## src/rtl/mx_alu_181.sv

```systemverilog
// 8-bit 74181-style ALU: opcode decode ROM, P/G carry chain, registered result and status.
// All outputs load on a rising clk while cs_n is low; rst clears them asynchronously.
module mx_alu_181 (
  input  logic       clk,
  input  logic       rst,
  input  logic       cs_n,
  input  logic [3:0] opcode,
  input  logic [7:0] a,
  input  logic [7:0] b,
  output logic [7:0] f,
  output logic       x,
  output logic       y,
  output logic       a_b,
  output logic       cn4_n,
  output logic       cn8_n
);

  logic [3:0] s;
  logic       m;
  logic       cn_n;
  logic [7:0] p;
  logic [7:0] g;
  logic [8:0] c;
  logic [8:0] cz;
  logic [7:0] f_nxt;

  always_comb begin
    s    = '0;
    m    = 1'b0;
    cn_n = 1'b1;
    case (opcode)
      4'h0: begin s = 4'b1001; m = 1'b0; cn_n = 1'b1; end
      4'h1: begin s = 4'b1001; m = 1'b0; cn_n = 1'b0; end
      4'h2: begin s = 4'b0110; m = 1'b0; cn_n = 1'b0; end
      4'h3: begin s = 4'b0110; m = 1'b0; cn_n = 1'b1; end
      4'h4: begin s = 4'b0000; m = 1'b0; cn_n = 1'b0; end
      4'h5: begin s = 4'b1111; m = 1'b0; cn_n = 1'b1; end
      4'h6: begin s = 4'b1100; m = 1'b0; cn_n = 1'b1; end
      4'h7: begin s = 4'b1111; m = 1'b1; end
      4'h8: begin s = 4'b0000; m = 1'b1; end
      4'h9: begin s = 4'b1011; m = 1'b1; end
      4'hA: begin s = 4'b1110; m = 1'b1; end
      4'hB: begin s = 4'b0110; m = 1'b1; end
      4'hC: begin s = 4'b0100; m = 1'b1; end
      4'hD: begin s = 4'b0001; m = 1'b1; end
      4'hE: begin s = 4'b1001; m = 1'b1; end
      default: begin s = 4'b1010; m = 1'b1; end
    endcase
  end

  // cz is the same chain forced to cin=0; it feeds the group-generate flag
  always_comb begin
    p     = a | (b & {8{s[0]}}) | (~b & {8{s[1]}});
    g     = (a & b & {8{s[3]}}) | (a & ~b & {8{s[2]}});
    c     = '0;
    cz    = '0;
    c[0]  = ~cn_n;
    for (int unsigned i = 0; i < 8; i++) begin
      c[i+1]  = g[i] | (p[i] & c[i]);
      cz[i+1] = g[i] | (p[i] & cz[i]);
    end
    f_nxt = m ? ~(p ^ g) : (p ^ g ^ c[7:0]);
  end

  always_ff @(posedge clk or posedge rst) begin
    if (rst) begin
      f     <= '0;
      x     <= 1'b1;
      y     <= 1'b1;
      a_b   <= 1'b0;
      cn4_n <= 1'b1;
      cn8_n <= 1'b1;
    end else if (!cs_n) begin
      f     <= f_nxt;
      x     <= ~(&p);
      y     <= ~cz[8];
      a_b   <= &f_nxt;
      cn4_n <= ~c[4];
      cn8_n <= ~c[8];
    end
  end

endmodule

```

## config.mk

```make
export PLATFORM = sky130hd
export DESIGN_NAME = mx_alu_181
export DESIGN_NICKNAME = d
export VERILOG_FILES = /design/src/rtl/mx_alu_181.sv
export SDC_FILE = /design/constraint.sdc
export NUM_CORES = 1
export LEC_CHECK = 0
export CORE_AREA = 5 5 75 77
export DETAILED_ROUTE_END_ITERATION = 12
export DIE_AREA = 0 0 80 82
export PLACE_DENSITY = 0.76
export SLEW_MARGIN = 25
export SYNTH_ARGS = -nofsm -noshare
export SYNTH_HDL_FRONTEND = slang
export SYNTH_SLANG_ARGS = --single-unit
```

## constraint.sdc

```tcl
create_clock -name clk -period 2.15 [get_ports clk]
set_clock_uncertainty 0.2 [all_clocks]
set_input_delay 0.215 -clock clk [delete_from_list [all_inputs] [get_ports clk]]
set_output_delay 0.215 -clock clk [all_outputs]
set_load 0.01 [all_outputs]
```

### Word-level counts from Yosys, hierarchy flattened

Cells that the tools add are included.

| word-level totals | value |
|---|---|
| flip-flop bits (word level) | 13 |
| input port bits | 23 |
| output and inout bits | 13 |

| operators by class | value |
|---|---|
| equality and inequality tests | 14 |
| muxes and demuxes | 2 |
| bitwise gates (word level) | 47 |
| reductions and logical operators | 9 |

Operator list:

| cell | number |
|---|---|
| AND 8 bit | 6 |
| one-hot mux 4 bit (9 select lines) | 1 |
| == test 4 bit, second input constant | 7 |
| bitwise OR 8 bit | 3 |
| == test 4 x 3 -> 1 bit, second input constant | 4 |
| NOT 8 bit | 2 |
| AND reduction 8 bit | 2 |
| XOR 8 bit | 2 |
| AND 1 bit | 15 |
| bitwise OR 1 bit | 15 |
| OR reduction 3 bit | 3 |
| == test 4 x 2 -> 1 bit, second input constant | 2 |
| 2-to-1 mux 8 bit | 1 |
| OR reduction 7 bit | 1 |
| == test 4 x 1 -> 1 bit, second input constant | 1 |
| logical NOT 4 bit | 1 |
| NOT 1 bit | 4 |
| OR reduction 2 bit | 2 |

### Longest topological paths before layout

| depth | value |
|---|---|
| depth after elaboration | 23 |
| gate-level depth with buffers | 14 |
| depth with buffers taken out | 9 |

### Least setup slack after synthesis

Ideal clock, no wire load.

| timing path | value |
|---|---|
| path type | input -> register |
| start | in opcode[1] |
| end | reg a_b |
| setup time | 103 ps |
| arrival | 2506 ps |
| data required time | 1847 ps |
| slack | -660 ps |
| cell stages on the path | 10 |
| buffers on the path | 1 |
| cells stage by stage | buf_2 > nor2b_1 > a221o_1 > o31ai_1 > nand2_1 > a21oi_2 > o21bai_2 > mux2_4 > or4_1 > o41ai_2 |

| on the way | value |
|---|---|
| word-level cells in the longest chain between the ends | 23 |

Ends and longest elaborated chain:

| item | line | source |
|---|---|---|
| start: declaration | 7 | `input logic [3:0] opcode,` |
| == test 4 x 1 -> 1 bit (tied with other cells) | 31 | `case (opcode)` |
| OR reduction 3 bit (no source line) or OR reduction 2 bit (tied branches) | -- |  |
| one-hot mux 4 bit (9 select lines) | 31 |  |
| AND 8 bit | 53 | `p = a \| (b & {8{s[0]}}) \| (~b & {8{s[1]}});` |
| bitwise OR 8 bit (2 in a row) | 53 |  |
| AND 1 bit | 59 | `c[i+1] = g[i] \| (p[i] & c[i]);` |
| bitwise OR 1 bit | 59 |  |
| AND 1 bit | 59 |  |
| [... 6 more ...] | -- |  |
| bitwise OR 1 bit | 59 |  |
| AND 1 bit | 59 |  |
| bitwise OR 1 bit | 59 |  |
| AND 1 bit | 59 |  |
| bitwise OR 1 bit | 59 |  |
| XOR 8 bit | 62 | `f_nxt = m ? ~(p ^ g) : (p ^ g ^ c[7:0]);` |
| 2-to-1 mux 8 bit * | 62 |  |
| AND reduction 8 bit * | 77 | `a_b <= &f_nxt;` |
| end signal: assignment | 77 |  |
| end: declaration | 13 | `output logic a_b,` |

Mark *: on every way between the ends. The rest lies on a longest branch, timed or not.
A chain may end at the register's enable or synchronous reset.

### Worst setup path in the final report

Ends and elaborated chain as after synthesis.

==> run_summary.xml <==
<?xml version="1.0" encoding="UTF-8"?>
<metrics>
  <group name="outcome">
    <metric name="outcome" unit="">finished with violations</metric>
    <metric name="failed_checks" unit="">negative setup slack</metric>
  </group>
  <group name="power">
    <metric name="post-layout-total-power" unit="mW">1.85</metric>
    <metric name="power_density" unit="mW/mm^2">423</metric>
    <metric name="worst_ir_drop_vdd" unit="uV">430</metric>
    <metric name="power.leakage" unit="nW">1.87</metric>
  </group>
  <group name="synthesis">
    <metric name="synth.distinct_cells" unit="">70</metric>
    <metric name="yosys_register_bits" unit="">13</metric>
    <metric name="netlist.area_leader.share" unit="%">9.69</metric>
    <metric name="ys.warnings.count" unit="">0</metric>
    <metric name="dominant_combinational_cell_family_by_area_after_synthesis" unit="">compound AO/OA/AOI/OAI gates</metric>
    <metric name="yosys.area_share.simple" unit="%">27.0</metric>
    <metric name="synth.cell_area" unit="sq mm">0.00232</metric>
    <metric name="yosys-mux-area-fraction" unit="%">3.02</metric>
    <metric name="netlist_instances" unit="">354</metric>
    <metric name="synth_fp_nets" unit="">377</metric>
    <metric name="most_frequent_cells_after_synthesis" unit="">sky130_fd_sc_hd__nand2_1, sky130_fd_sc_hd__o21ai_0, sky130_fd_sc_hd__a21oi_1</metric>
    <metric name="postSynth.topFlopCell" unit="">sky130_fd_sc_hd__dfrtp_1</metric>
    <metric name="synthArstFlopShare" unit="%">100</metric>
    <metric name="syn_area_per_cell" unit="sq um">6.56</metric>
    <metric name="synth_area_leader_cell" unit="">sky130_fd_sc_hd__dfrtp_1</metric>
    <metric name="synth_sequential_area_ratio" unit="%">14.2</metric>
    <metric name="synth_compound_area_share" unit="%">43.1</metric>
    <metric name="yosys.area_share.xor_xnor" unit="%">3.77</metric>
    <metric name="most_area_consuming_cells_after_synthesis" unit="">sky130_fd_sc_hd__dfrtp_1, sky130_fd_sc_hd__o21ai_0, sky130_fd_sc_hd__a21oi_1</metric>
    <metric name="fraction_of_the_mapped_netlist_area_in_adder_cells" unit="%">0.431</metric>
    <metric name="synth_enable_flop_cells" unit="">0</metric>
    <metric name="synthMostInstantiatedCell" unit="">sky130_fd_sc_hd__nand2_1</metric>
  </group>
  <group name="timing">
    <metric name="maxSlewHeadroom" unit="%">62.8</metric>
    <metric name="grt_setup_unrepaired" unit="">yes</metric>
    <metric name="worst-slew-pin-transition" unit="ns">0.557</metric>
    <metric name="finalWorstPathRequiredPeriod" unit="ns">3.11</metric>
    <metric name="postLayoutSetupSlackWorst" unit="ns">-0.962</metric>
    <metric name="final-hold-violation-count" unit="">0</metric>
    <metric name="finalSetupViolations" unit="">11</metric>
    <metric name="achievable-frequency" unit="MHz">321</metric>
    <metric name="min_period_over_period" unit="%">145</metric>
    <metric name="final-max-slew-violation-count" unit="">0</metric>
  </group>
  <group name="route">
    <metric name="route.final.wire_length" unit="mm">14.5</metric>
    <metric name="drt_first_iter_violations" unit="">664</metric>
    <metric name="vias_per_cell" unit="">7.19</metric>
    <metric name="route.vias.total" unit="">4089</metric>
    <metric name="post_drt_wl_per_cell" unit="um">25.5</metric>
    <metric name="firstDrtPassIters" unit="">8</metric>
    <metric name="drt.antenna.violating_nets" unit="">0</metric>
    <metric name="drc_errors" unit="">0</metric>
  </group>
  <group name="floorplan">
    <metric name="io_pins" unit="">36</metric>
    <metric name="die-height" unit="um">82</metric>
    <metric name="initial_standard_cell_utilization_of_the_core" unit="%">47.0</metric>
    <metric name="rows" unit="">26</metric>
    <metric name="area_of_the_placeable_core" unit="sq mm">0.00494</metric>
    <metric name="floorplan.die.width" unit="um">80</metric>
    <metric name="fp.dieArea" unit="sq mm">0.00656</metric>
  </group>
  <group name="global_route">
    <metric name="vias_in_the_first_global_route" unit="">3677</metric>
    <metric name="first_pass_grt_wire_length" unit="mm">18.4</metric>
    <metric name="globalRouteTotalUtil" unit="%">35.6</metric>
    <metric name="grt-ovfl-total" unit="">0</metric>
    <metric name="maximum_number_of_pins_on_one_net_before_global_route_repair" unit="">21</metric>
    <metric name="antenna_found_initial" unit="">0</metric>
  </group>
  <group name="final_layout">
    <metric name="layout.cell_area.non_filler" unit="sq mm">0.00437</metric>
    <metric name="antennaDiodeCount" unit="">0</metric>
    <metric name="filler_cell_count" unit="">236</metric>
    <metric name="final_nets" unit="">523</metric>
    <metric name="final_layout_size_suffix_gt1_share" unit="%">49.1</metric>
    <metric name="areaGrowthSynthToFinish" unit="%">88.1</metric>
    <metric name="final-instance-count-excl-fill" unit="">569</metric>
  </group>
  <group name="clock_network">
    <metric name="clock_sinks" unit="">13</metric>
    <metric name="path_clk_slew" unit="ns">0.07</metric>
    <metric name="clock_tree.htree_level_count" unit="">1</metric>
    <metric name="clock_latency" unit="ns">0.24</metric>
    <metric name="cts_tree" unit="">yes</metric>
    <metric name="cts_root_buf" unit="">sky130_fd_sc_hd__clkbuf_8</metric>
    <metric name="clock_tree.buffer_depth" unit="">2</metric>
    <metric name="number_of_buffers_created_by_cts" unit="">3</metric>
  </group>
  <group name="critical_path">
    <metric name="crit_start" unit="">opcode[1]</metric>
    <metric name="timing.rr.start" unit="">f[4]</metric>
    <metric name="worstPathMaxFanout" unit="">6</metric>
    <metric name="critical_path_required" unit="ns">2.08</metric>
    <metric name="cp-end-kind" unit="">register</metric>
    <metric name="worst_ep_arrival_time" unit="ns">3.04</metric>
    <metric name="critical_setup_path_class" unit="">input pin to register</metric>
    <metric name="worst_setup_path_start_kind" unit="">input pin</metric>
  </group>
  <group name="job">
    <metric name="cap_viol_max_count" unit="">0</metric>
  </group>
  <group name="placement">
    <metric name="detailedPlacementHpwl" unit="mm">6.59</metric>
    <metric name="dpl_cell_area" unit="sq mm">0.00345</metric>
    <metric name="gp_routability_congestion" unit="">0.970</metric>
    <metric name="io_buffer_count" unit="">35</metric>
    <metric name="place_inst" unit="">531</metric>
  </group>
  <group name="hold_path">
    <metric name="hold_path.class" unit="">input pin to async pin</metric>
  </group>
</metrics>
[flip-flops by register name, indices dropped and copies added, names as in the netlist]
register and flops:
a_b 1, cn4_n 1, cn8_n 1, f 8, x 1, y 1
[layout by cell type (no fill, tap or decap), drive strengths merged, types with 5 or more instances in the layout]
cell,instances
buf,147
a21oi,39
o21ai,40
nand2,51
inv,9
nand2b,9
nor4,6
dfrtp,9
nor2b,6
nor2,22
xor2,5
xnor2,5
o211ai,6
mux2,5
a31oi,7
clkdlybuf4s50,22
nand3,7
a2bb2oi,6
a21o,6
clkbuf,7
a32oi,6
[per-stage QoR]
stage	hold WS, ns	worst slack, ns	util (%)	TNS (ns)
2_1_floorplan	-0.111	-0.511	-	-1.40
3_3_place_gp	0.265	-1.09	69.7	-9.48
3_5_place_dp	0.272	-1.33	69.7	-10.44
4_1_cts	0.114	-0.550	82.4	-1.26
5_1_grt	0.161	-0.887	88.4	-3.74
6_report	0.0843	-0.962	88.4	-4.12
[layout make-up]
class / instances / area, sq um / area share [%]
multi-input combinational: 294 / 2280 / 52.2
timing repair buffer: 178 / 1580 / 36.1
sequential: 13 / 330 / 7.56
tap: 70 / 87.6 / 2.00
inverter: 10 / 48.8 / 1.12
clock buffer: 4 / 45.0 / 1.03
[critical path, stage by stage]
cell and delay [ns]:
sky130_fd_sc_hd__buf_6 0.11, sky130_fd_sc_hd__buf_8 0.13, sky130_fd_sc_hd__nand2b_2 0.25, sky130_fd_sc_hd__o21ai_0 0.38, sky130_fd_sc_hd__nand2_1 0.22, sky130_fd_sc_hd__a21boi_2 0.33, sky130_fd_sc_hd__nand2b_4 0.20, sky130_fd_sc_hd__nor2_1 0.05
sky130_fd_sc_hd__mux2_4 0.29, sky130_fd_sc_hd__or4_4 0.46, sky130_fd_sc_hd__o41ai_4 0.40
[worst paths after layout]
path / to / slack (ns) / cells past startpoint
max: a_b / -0.96 / 11
min: f[3] / 0.08 / 2
max reg2reg: f[4] / 1.04 / 2
min reg2reg: f[7] / 0.28 / 2
max in group asynchronous: x / 1.29 / 2
min in group clk: f[7] / 0.28 / 2
[routing by layer]
layer  share of wire (%)  global-route usage [%]
met3                  12                    7.35
met2                  44                    61.6
met1                  33                    39.2
met5                   0                       0
met4                  11                    24.5
[timing repair]
action | 4_1_cts | 5_1_grt
setup buffers | 26 | 10
endpoints found under the setup margin | 13 | 12
pin swaps | 39 | 25
hold endpoints to repair | 0 | 0
gates cloned | 3 | 0
hold buffers | 0 | 0
resized for setup | 128 | 59
[cells by family (layout without fill, tap and decap cells)]
| group | count (synthesis) | in the layout |
|---|---|---|
| buf+inv | 47 | 192 |
| mux | 6 | 6 |
| simple gates | 128 | 128 |
| compound gates | 149 | 149 |
| fa+ha+maj | 1 | 1 |
| xor+xnor | 10 | 10 |
| flops | 13 | 13 |
[report_power, final]
group	switching (mW)	total (mW)	internal, mW
combinational	0.667	1.28	0.618
sequential	0.0306	0.326	0.296
clock	0.104	0.236	0.131
No activity file was read; power rests on OpenSTA's default activity.
